[src/rtl/icache_ctrl.sv]
// L1 instruction-cache controller: 2-way, 256-set, 16-byte lines.
// Tag lookup, victim selection, L2 refill and hit/miss counters.
module icache_ctrl #(
    parameter int CNT_W = 32
) (
    input  logic             clk,
    input  logic             reset,
    input  logic             if_req,
    input  logic [31:0]      if_addr,
    input  logic             if_flush,
    output logic             if_busy,
    output logic             if_valid,
    output logic [31:0]      if_insn,
    output logic [7:0]       index,
    output logic [19:0]      tag_wd,
    output logic             tag0_rw,
    output logic             tag1_rw,
    output logic             data0_rw,
    output logic             data1_rw,
    output logic [127:0]     data_wd,
    input  logic [20:0]      tag0_rd,
    input  logic [20:0]      tag1_rd,
    input  logic             LUR,
    input  logic             complete,
    input  logic [127:0]     data0_rd,
    input  logic [127:0]     data1_rd,
    output logic             l2_req,
    output logic [31:0]      l2_addr,
    input  logic             l2_ack,
    input  logic [127:0]     l2_rdata,
    output logic [CNT_W-1:0] hit_cnt,
    output logic [CNT_W-1:0] miss_cnt
);

    localparam logic WR = 1'b0;
    localparam logic RD = 1'b1;

    typedef enum logic [2:0] {
        S_IDLE,
        S_LOOKUP,
        S_MISS_WAIT,
        S_REFILL,
        S_WAIT_CMP
    } state_t;

    state_t           r_state;
    state_t           w_next;
    logic [31:2]      r_addr;
    logic             r_valid;
    logic [31:0]      r_insn;
    logic             r_l2_req;
    logic [31:0]      r_l2_addr;
    logic             r_victim;
    logic [127:0]     r_line;
    logic             r_flush;
    logic [CNT_W-1:0] r_hit_cnt;
    logic [CNT_W-1:0] r_miss_cnt;

    logic [19:0]      w_tag;
    logic [7:0]       w_idx;
    logic [1:0]       w_word;
    logic             w_hit0;
    logic             w_hit1;
    logic             w_hit;
    logic [127:0]     w_hline;
    logic [31:0]      w_hword;
    logic             w_victim;
    logic             w_accept;
    logic             w_flush;
    logic             w_unused;

    assign w_tag    = r_addr[31:12];
    assign w_idx    = r_addr[11:4];
    assign w_word   = r_addr[3:2];
    assign w_hit0   = tag0_rd[20] && (tag0_rd[19:0] == w_tag);
    assign w_hit1   = tag1_rd[20] && (tag1_rd[19:0] == w_tag);
    assign w_hit    = w_hit0 || w_hit1;
    assign w_hline  = w_hit0 ? data0_rd : data1_rd;
    assign w_hword  = w_hline[{w_word, 5'b0} +: 32];
    // Fill invalid ways first; only consult LUR when both are valid.
    assign w_victim = !tag0_rd[20] ? 1'b0 :
                      !tag1_rd[20] ? 1'b1 : LUR;
    assign w_accept = (r_state == S_IDLE) && if_req && !if_flush;
    assign w_flush  = r_flush || if_flush;
    assign w_unused = ^if_addr[1:0];

    assign index    = (r_state == S_IDLE) ? if_addr[11:4] : w_idx;
    assign if_busy  = (r_state != S_IDLE);
    assign if_valid = r_valid;
    assign if_insn  = r_insn;
    assign l2_req   = r_l2_req;
    assign l2_addr  = r_l2_addr;
    assign tag_wd   = w_tag;
    assign data_wd  = r_line;
    assign hit_cnt  = r_hit_cnt;
    assign miss_cnt = r_miss_cnt;

    always_ff @(posedge clk or negedge reset) begin
        if (!reset) begin
            r_state <= S_IDLE;
        end else begin
            r_state <= w_next;
        end
    end

    always_comb begin
        w_next   = r_state;
        tag0_rw  = RD;
        tag1_rw  = RD;
        data0_rw = RD;
        data1_rw = RD;
        unique case (r_state)
            S_IDLE: begin
                if (w_accept) begin
                    w_next = S_LOOKUP;
                end
            end
            S_LOOKUP: begin
                if (if_flush || w_hit) begin
                    w_next = S_IDLE;
                end else begin
                    w_next = S_MISS_WAIT;
                end
            end
            S_MISS_WAIT: begin
                if (l2_ack) begin
                    w_next = S_REFILL;
                end
            end
            S_REFILL: begin
                if (r_victim) begin
                    tag1_rw  = WR;
                    data1_rw = WR;
                end else begin
                    tag0_rw  = WR;
                    data0_rw = WR;
                end
                w_next = S_WAIT_CMP;
            end
            S_WAIT_CMP: begin
                if (complete) begin
                    w_next = w_flush ? S_IDLE : S_LOOKUP;
                end
            end
            default: begin
                w_next = S_IDLE;
            end
        endcase
    end

    always_ff @(posedge clk or negedge reset) begin
        if (!reset) begin
            r_addr     <= '0;
            r_valid    <= 1'b0;
            r_insn     <= '0;
            r_l2_req   <= 1'b0;
            r_l2_addr  <= '0;
            r_victim   <= 1'b0;
            r_line     <= '0;
            r_flush    <= 1'b0;
            r_hit_cnt  <= '0;
            r_miss_cnt <= '0;
        end else begin
            r_valid <= 1'b0;
            if (w_accept) begin
                r_addr <= if_addr[31:2];
            end
            if (r_state == S_LOOKUP && !if_flush) begin
                if (w_hit) begin
                    r_valid <= 1'b1;
                    r_insn  <= w_hword;
                    if (r_hit_cnt != '1) begin
                        r_hit_cnt <= r_hit_cnt + 1'b1;
                    end
                end else begin
                    r_victim  <= w_victim;
                    r_l2_req  <= 1'b1;
                    r_l2_addr <= {w_tag, w_idx, 4'b0};
                    if (r_miss_cnt != '1) begin
                        r_miss_cnt <= r_miss_cnt + 1'b1;
                    end
                end
            end
            if (r_state == S_MISS_WAIT && l2_ack) begin
                r_line   <= l2_rdata;
                r_l2_req <= 1'b0;
            end
            // A flush past LOOKUP lets the refill finish, then skips the reply.
            if (w_next == S_IDLE) begin
                r_flush <= 1'b0;
            end else if (if_flush && (r_state == S_MISS_WAIT ||
                                      r_state == S_REFILL ||
                                      r_state == S_WAIT_CMP)) begin
                r_flush <= 1'b1;
            end
        end
    end

endmodule

[config.mk]
export PLATFORM = sky130hd
export DESIGN_NAME = icache_ctrl
export DESIGN_NICKNAME = d
export VERILOG_FILES = /design/src/rtl/icache_ctrl.sv
export SDC_FILE = /design/constraint.sdc
export NUM_CORES = 1
export LEC_CHECK = 0
export CAP_MARGIN = 20
export CORE_AREA = 5 5 291 293
export CTS_BUF_LIST = sky130_fd_sc_hd__clkbuf_2
export DETAILED_ROUTE_END_ITERATION = 12
export DIE_AREA = 0 0 296 298
export PLACE_DENSITY = 0.48
export SLEW_MARGIN = 20
export SYNTH_ARGS = -nofsm -noshare
export SYNTH_HDL_FRONTEND = slang
export SYNTH_SLANG_ARGS = --single-unit
[constraint.sdc]
create_clock -name clk -period 2.8 [get_ports clk]
set_clock_uncertainty 0.05 [all_clocks]
set_input_delay 0.42 -clock clk [delete_from_list [all_inputs] [get_ports clk]]
set_output_delay 0.42 -clock clk [all_outputs]
set_load 0.03 [all_outputs]
Word-level counts from Yosys, hierarchy flattened. Index checks and enable logic that the tools add are counted.

Add/subtract/negate cells: 2. Equality and inequality tests: 9. Shift operators: 1. Multiplexer cells: 21. Bitwise gates (word level): 1. Reduce and logical (&&, ||, !) cells: 23.

Operators by type and width (number): $mux 128 (1); $shiftx 128x8->32 (1); $add 32x1->32 const B (2); $ne 32x32->1 const B (2); $eq 20x20->1 (2); $pmux 3 s5 (1); $mux 1 (14); $mux 3 (3); $mux 8 (1); $logic_and 1x1->1 (7); $eq 3x2->1 const B (2); $logic_not 3->1 (2); $reduce_and 2->1 (3); $reduce_and 3->1 (2); $logic_or 1x1->1 (5); $reduce_bool 2->1 (2); $eq 3x1->1 const B (1); $eq 3x3->1 const B (1); $reduce_bool 3->1 (1); $mux 2 (1); $ne 2x1->1 const B (1); $logic_not 1->1 (1); $not 1->1 (1).

Bits in registers: 289. Input port bits: 465. Output and inout port bits: 291.

Logic depth before layout (Yosys ltp).
Depth after elaboration: 8. Gate-level depth with buffers: 11.

Worst setup path after synthesis. Ideal clock, no wire load.

Path kind: reg2reg. Start: reg r_miss_cnt[2], in the netlist miss_cnt[2]. End: reg r_miss_cnt[26], in the netlist miss_cnt[26]. Library setup time: 0.134 ns. Arrival: 2.159 ns. Data required time: 2.616 ns. Slack: 0.457 ns. Cell stages (with the launch flop): 9. Buffers on the path: 0. Period minus slack after synthesis: 2.343 ns. Path through: dfrtp_1 and4_1 and4_4 nand3_4 nor4_4 nand2_1 nor4b_4 nand3_1 xnor2_1.

Longest elaborated chain between the ends: 2.

Ends and longest elaborated chain: start, declared (line 57) `logic [CNT_W-1:0] r_miss_cnt;`; start signal, assigned (line 180) `r_miss_cnt <= r_miss_cnt + 1'b1;`; parallel branches: the longest is 2 deep, another holds $add 32x1->32.

Several ways; the timed one is not identified. A chain may end at the register's enable or synchronous reset.

Worst setup path in the final report.
Start: reg r_state[2]. End: out index[0].

Longest elaborated chain between the ends: 2.

Ends and longest elaborated chain: start, declared (line 46) `state_t r_state;`; start signal, assigned (line 102) `r_state <= w_next;`; $logic_not 3->1 (line 87) `assign index = (r_state == S_IDLE) ? if_addr[11:4] : w_idx;`; $mux 8 (line 87); end, declared (line 14) `output logic [7:0] index,`.

No other way between the ends.

==> Flow_metrics.wiki <==
{| class="wikitable"
! Metric !! Value
|-
| Result of the run || finished clean
|-
| Routed wire length per instance || 21.74 µm
|-
| Die extent in x || 296 µm
|-
| Maximum frequency from static timing analysis || 0.3623 GHz
|-
| Max Root-Sink Buffers || 3
|-
| Placed cells || 3,288
|-
| Proportion of layout cells with a drive suffix above 1 || 21.63%
|-
| H-tree depth reported by CTS || 3
|-
| Overall track demand over capacity in global routing || 17.07%
|-
| CTS tree || yes
|-
| Kind of cell adding the most delay to the critical path || buffers and inverters
|-
| Fin worst setup slack || 0.04007 ns
|-
| Detail Placement HPWL || 62.09 mm
|-
| Clock slew seen by the registers of the worst setup and hold paths || 0.09 ns
|-
| Number of setup violations in the final report || 0
|-
| Critical setup path kind || register to primary output
|-
| Count of buffering cells on the critical path with inverters included || 3
|-
| Wire length of the first global-routing pass || 113.5 mm
|-
| Worst Max-Slew Pin Slew || 0.5860 ns
|-
| Most instantiated flip-flop cell in the synthesis netlist || sky130_fd_sc_hd__dfrtp_1
|-
| Routability cong. || 0.9021
|-
| Number of antenna violations at the first check in global routing || 25
|-
| Starting Density || 18.27%
|-
| Cell with the most instances on the worst path || sky130_fd_sc_hd__buf_6
|-
| Cells along the critical path || nor3_4, buf_6, buf_6, mux2_4, buf_12
|-
| Reported max-cap violation count || 0
|-
| Worst slack, placed || -0.7422 ns
|-
| Final design instance area without fill || 27,300 µm²
|-
| Number of enable-type register cells in the synthesized netlist || 0
|-
| Core region area || 81,580 µm²
|-
| Yosys Warn Count || 0
|-
| IO Pins || 756
|-
| CP required || 2.33 ns
|-
| Final wirelength || 79.36 mm
|-
| Power density over cell area || 854.9 nW/µm²
|-
| Final count of hold timing violations || 0
|-
| Leftover overflow at the end of global routing || 0
|-
| Unrepaired setup endpoints after global routing || yes
|-
| Arrival time at the worst endpoint || 2.29 ns
|-
| Count of nets left with antenna violations after detail routing || 0
|-
| Worst r2r path cells || 10
|-
| Fraction of post-synthesis cell area in the top cell type by area || 48.51%
|-
| Initial DRC count || 647
|-
| Ys async rst share || 100.0%
|-
| Relative area change from synthesis to final layout || 83.11%
|-
| TritonCTS Sinks || 289
|-
| Time the worst path needs with I/O delays and setup || 2.760 ns
|-
| Worst reg2reg setup slack || 0.10 ns
|-
| Via count || 15,670
|-
| Syn Inst Count || 1,465
|-
| Iteration count of the initial detailed-routing pass || 6
|-
| Die outline area || 88,210 µm²
|-
| Vias in the first global route || 16,930
|-
| Flip-flop and latch count after synthesis || 289
|-
| Fin crit share || 98.57%
|-
| Placement Rows || 105
|-
| Top cells by area, synth || sky130_fd_sc_hd__dfrtp_1 (49%), sky130_fd_sc_hd__mux2_2 (15%), sky130_fd_sc_hd__nand2_1 (5.0%)
|-
| Number of I/O port buffers || 749
|-
| Worst skew pair latency || 0.99 ns
|-
| Total placed instance area || 24,500 µm²
|-
| Leakage power figure || 11.52 nW
|-
| Path length in cells of the critical path || 5
|-
| Hold path cells || 3
|-
| Tightest Hold Check Type || input port to register
|-
| Critical-path cell with the highest stage delay || sky130_fd_sc_hd__dfrtp_2
|-
| Number of design rule violations left after detail routing || 0
|-
| Synthesized area divided by synthesized cell count || 10.18 µm²
|-
| Worst-path fanout max || 7
|-
| Maximum number of pins on one net before global-route repair || 64
|-
| Total power draw || 0.02334 W
|-
| Sequential cell area fraction in the yosys report || 48.51%
|-
| Number of pins exceeding their max-slew limit in the final report || 0
|-
| Worst VDD drop || 0.5891 mV
|-
| Max-Slew Margin vs Limit || 60.57%
|-
| Post-Layout Cell Count || 3,650
|-
| Crit path capture type || primary output
|-
| Overall die height || 298 µm
|-
| Longest individual stage delay on the worst path || 0.42 ns
|-
| Mapped cell area || 14,910 µm²
|-
| Utilization after layout || 33.46%
|-
| Count of nets after finishing || 2,962
|-
| Largest area contributor in the netlist || sky130_fd_sc_hd__dfrtp_1
|-
| Number of distinct standard cells referenced by the synthesized netlist || 47
|-
| Number of buffers created by CTS || 86
|-
| Root cell of the clock tree || sky130_fd_sc_hd__clkbuf_2
|-
| Fill cell instance count of the final layout || 8,350
|-
| Detail-routed via count per cell || 4.293
|-
| CP startpoint kind || register
|}
flip-flops by register name (all words and copies together) (netlist names):
register,flops
data_wd,128
hit_cnt,32
if_insn,32
if_valid,1
l2_addr,28
l2_req,1
miss_cnt,32
r_addr,30
r_flush,1
r_state,3
r_victim,1
synth_stat cells (all sizes together) (9+ instances only):
library cell  count
xor2             35
nand3            99
dfrtp           289
nor2             60
and3              9
nand2           200
xnor2            67
mux2            195
nor4            107
clkbuf           73
nand4            27
nor3            109
inv              10
o21ai            68
a22oi            32
buf              55
metal layers:
| metal | wire [µm] | track usage (%) |
|---|---|---|
| met5 | 175 | 0 |
| met4 | 3201 | 7.190 |
| met3 | 7346 | 6.257 |
| met2 | 38870 | 29.66 |
| met1 | 29770 | 18.75 |
path summary, 6_finish.rpt:
path | startpoint | to
setup / recovery | r_state[2] | index[0]
hold / removal | tag0_rd[20] | r_victim
setup reg to reg | r_addr[28] | if_insn[0]
hold reg to reg | if_insn[16] | if_insn[16]
max in group asynchronous | reset | r_state[1]
min in group asynchronous | reset | miss_cnt[0]
worst min-delay path: stages:
cell	delay [ns]
sky130_fd_sc_hd__clkdlybuf4s50_1	0.49
sky130_fd_sc_hd__o21ai_0	0.13
sky130_fd_sc_hd__o21ai_0	0.08
area by class of cell:
type	instances	area, µm²	share of cell area, %
diodes	14	35.03	0.1283
flip-flops and latches	289	7242	26.53
inverters	10	42.54	0.1558
well taps	1070	1339	4.904
clock inverters	26	148.9	0.5454
clock buffers	133	665.6	2.438
repair buffers	1067	10610	38.86
multi-input cells	1041	7217	26.44
cells in the final DEF (no fill, tap or decap), drive strengths merged, types with 99 or more instances in the layout:
cell type,instances
buf,157
clkbuf,133
clkdlybuf4s50,644
dfrtp,289
dlygate4sd3,175
mux2,195
nand2,200
nand3,99
nor3,109
nor4,107
power breakdown:
group	internal [W]	leakage, nW	switching, W
combinational	0.00612	7.28	0.00717
clock	0.00137	0.616	0.00204
sequential	0.00562	3.62	0.00101
total	0.0131	11.5	0.0102
stage by stage:
stage          hold slack, ns  setup TNS [ns]
2_1_floorplan         0.07441               0
3_3_place_gp           0.3915          -33.99
3_5_place_dp           0.3927          -32.43
4_1_cts              0.001694          -1.089
5_1_grt               0.08478          -1.190
6_report               0.1810               0
cell families (layout without fill, tap and decap cells):
family	count (synthesis)	after routing	share of synthesized area, %
muxes	196	196	14.80
other	1	18	0.02515
buffers and inverters	138	1236	4.515
DFF	289	289	48.51
xor gates and xnor gates	102	102	6.043
and+or+nand+nor	633	633	21.78
adders and majority gates	2	2	0.1678
AOI/OAI and AO/OA	104	104	4.163
what timing repair did:
item / in CTS / in global routing
pin swaps: 7 / 4
hold buffers: 176 / 0
setup endpoints to repair: 111 / 58
resized for setup: 188 / 14
endpoints found under the hold margin: 454 / 0
buffers inserted: 11 / 2
(Power assumes the default switching activity.)
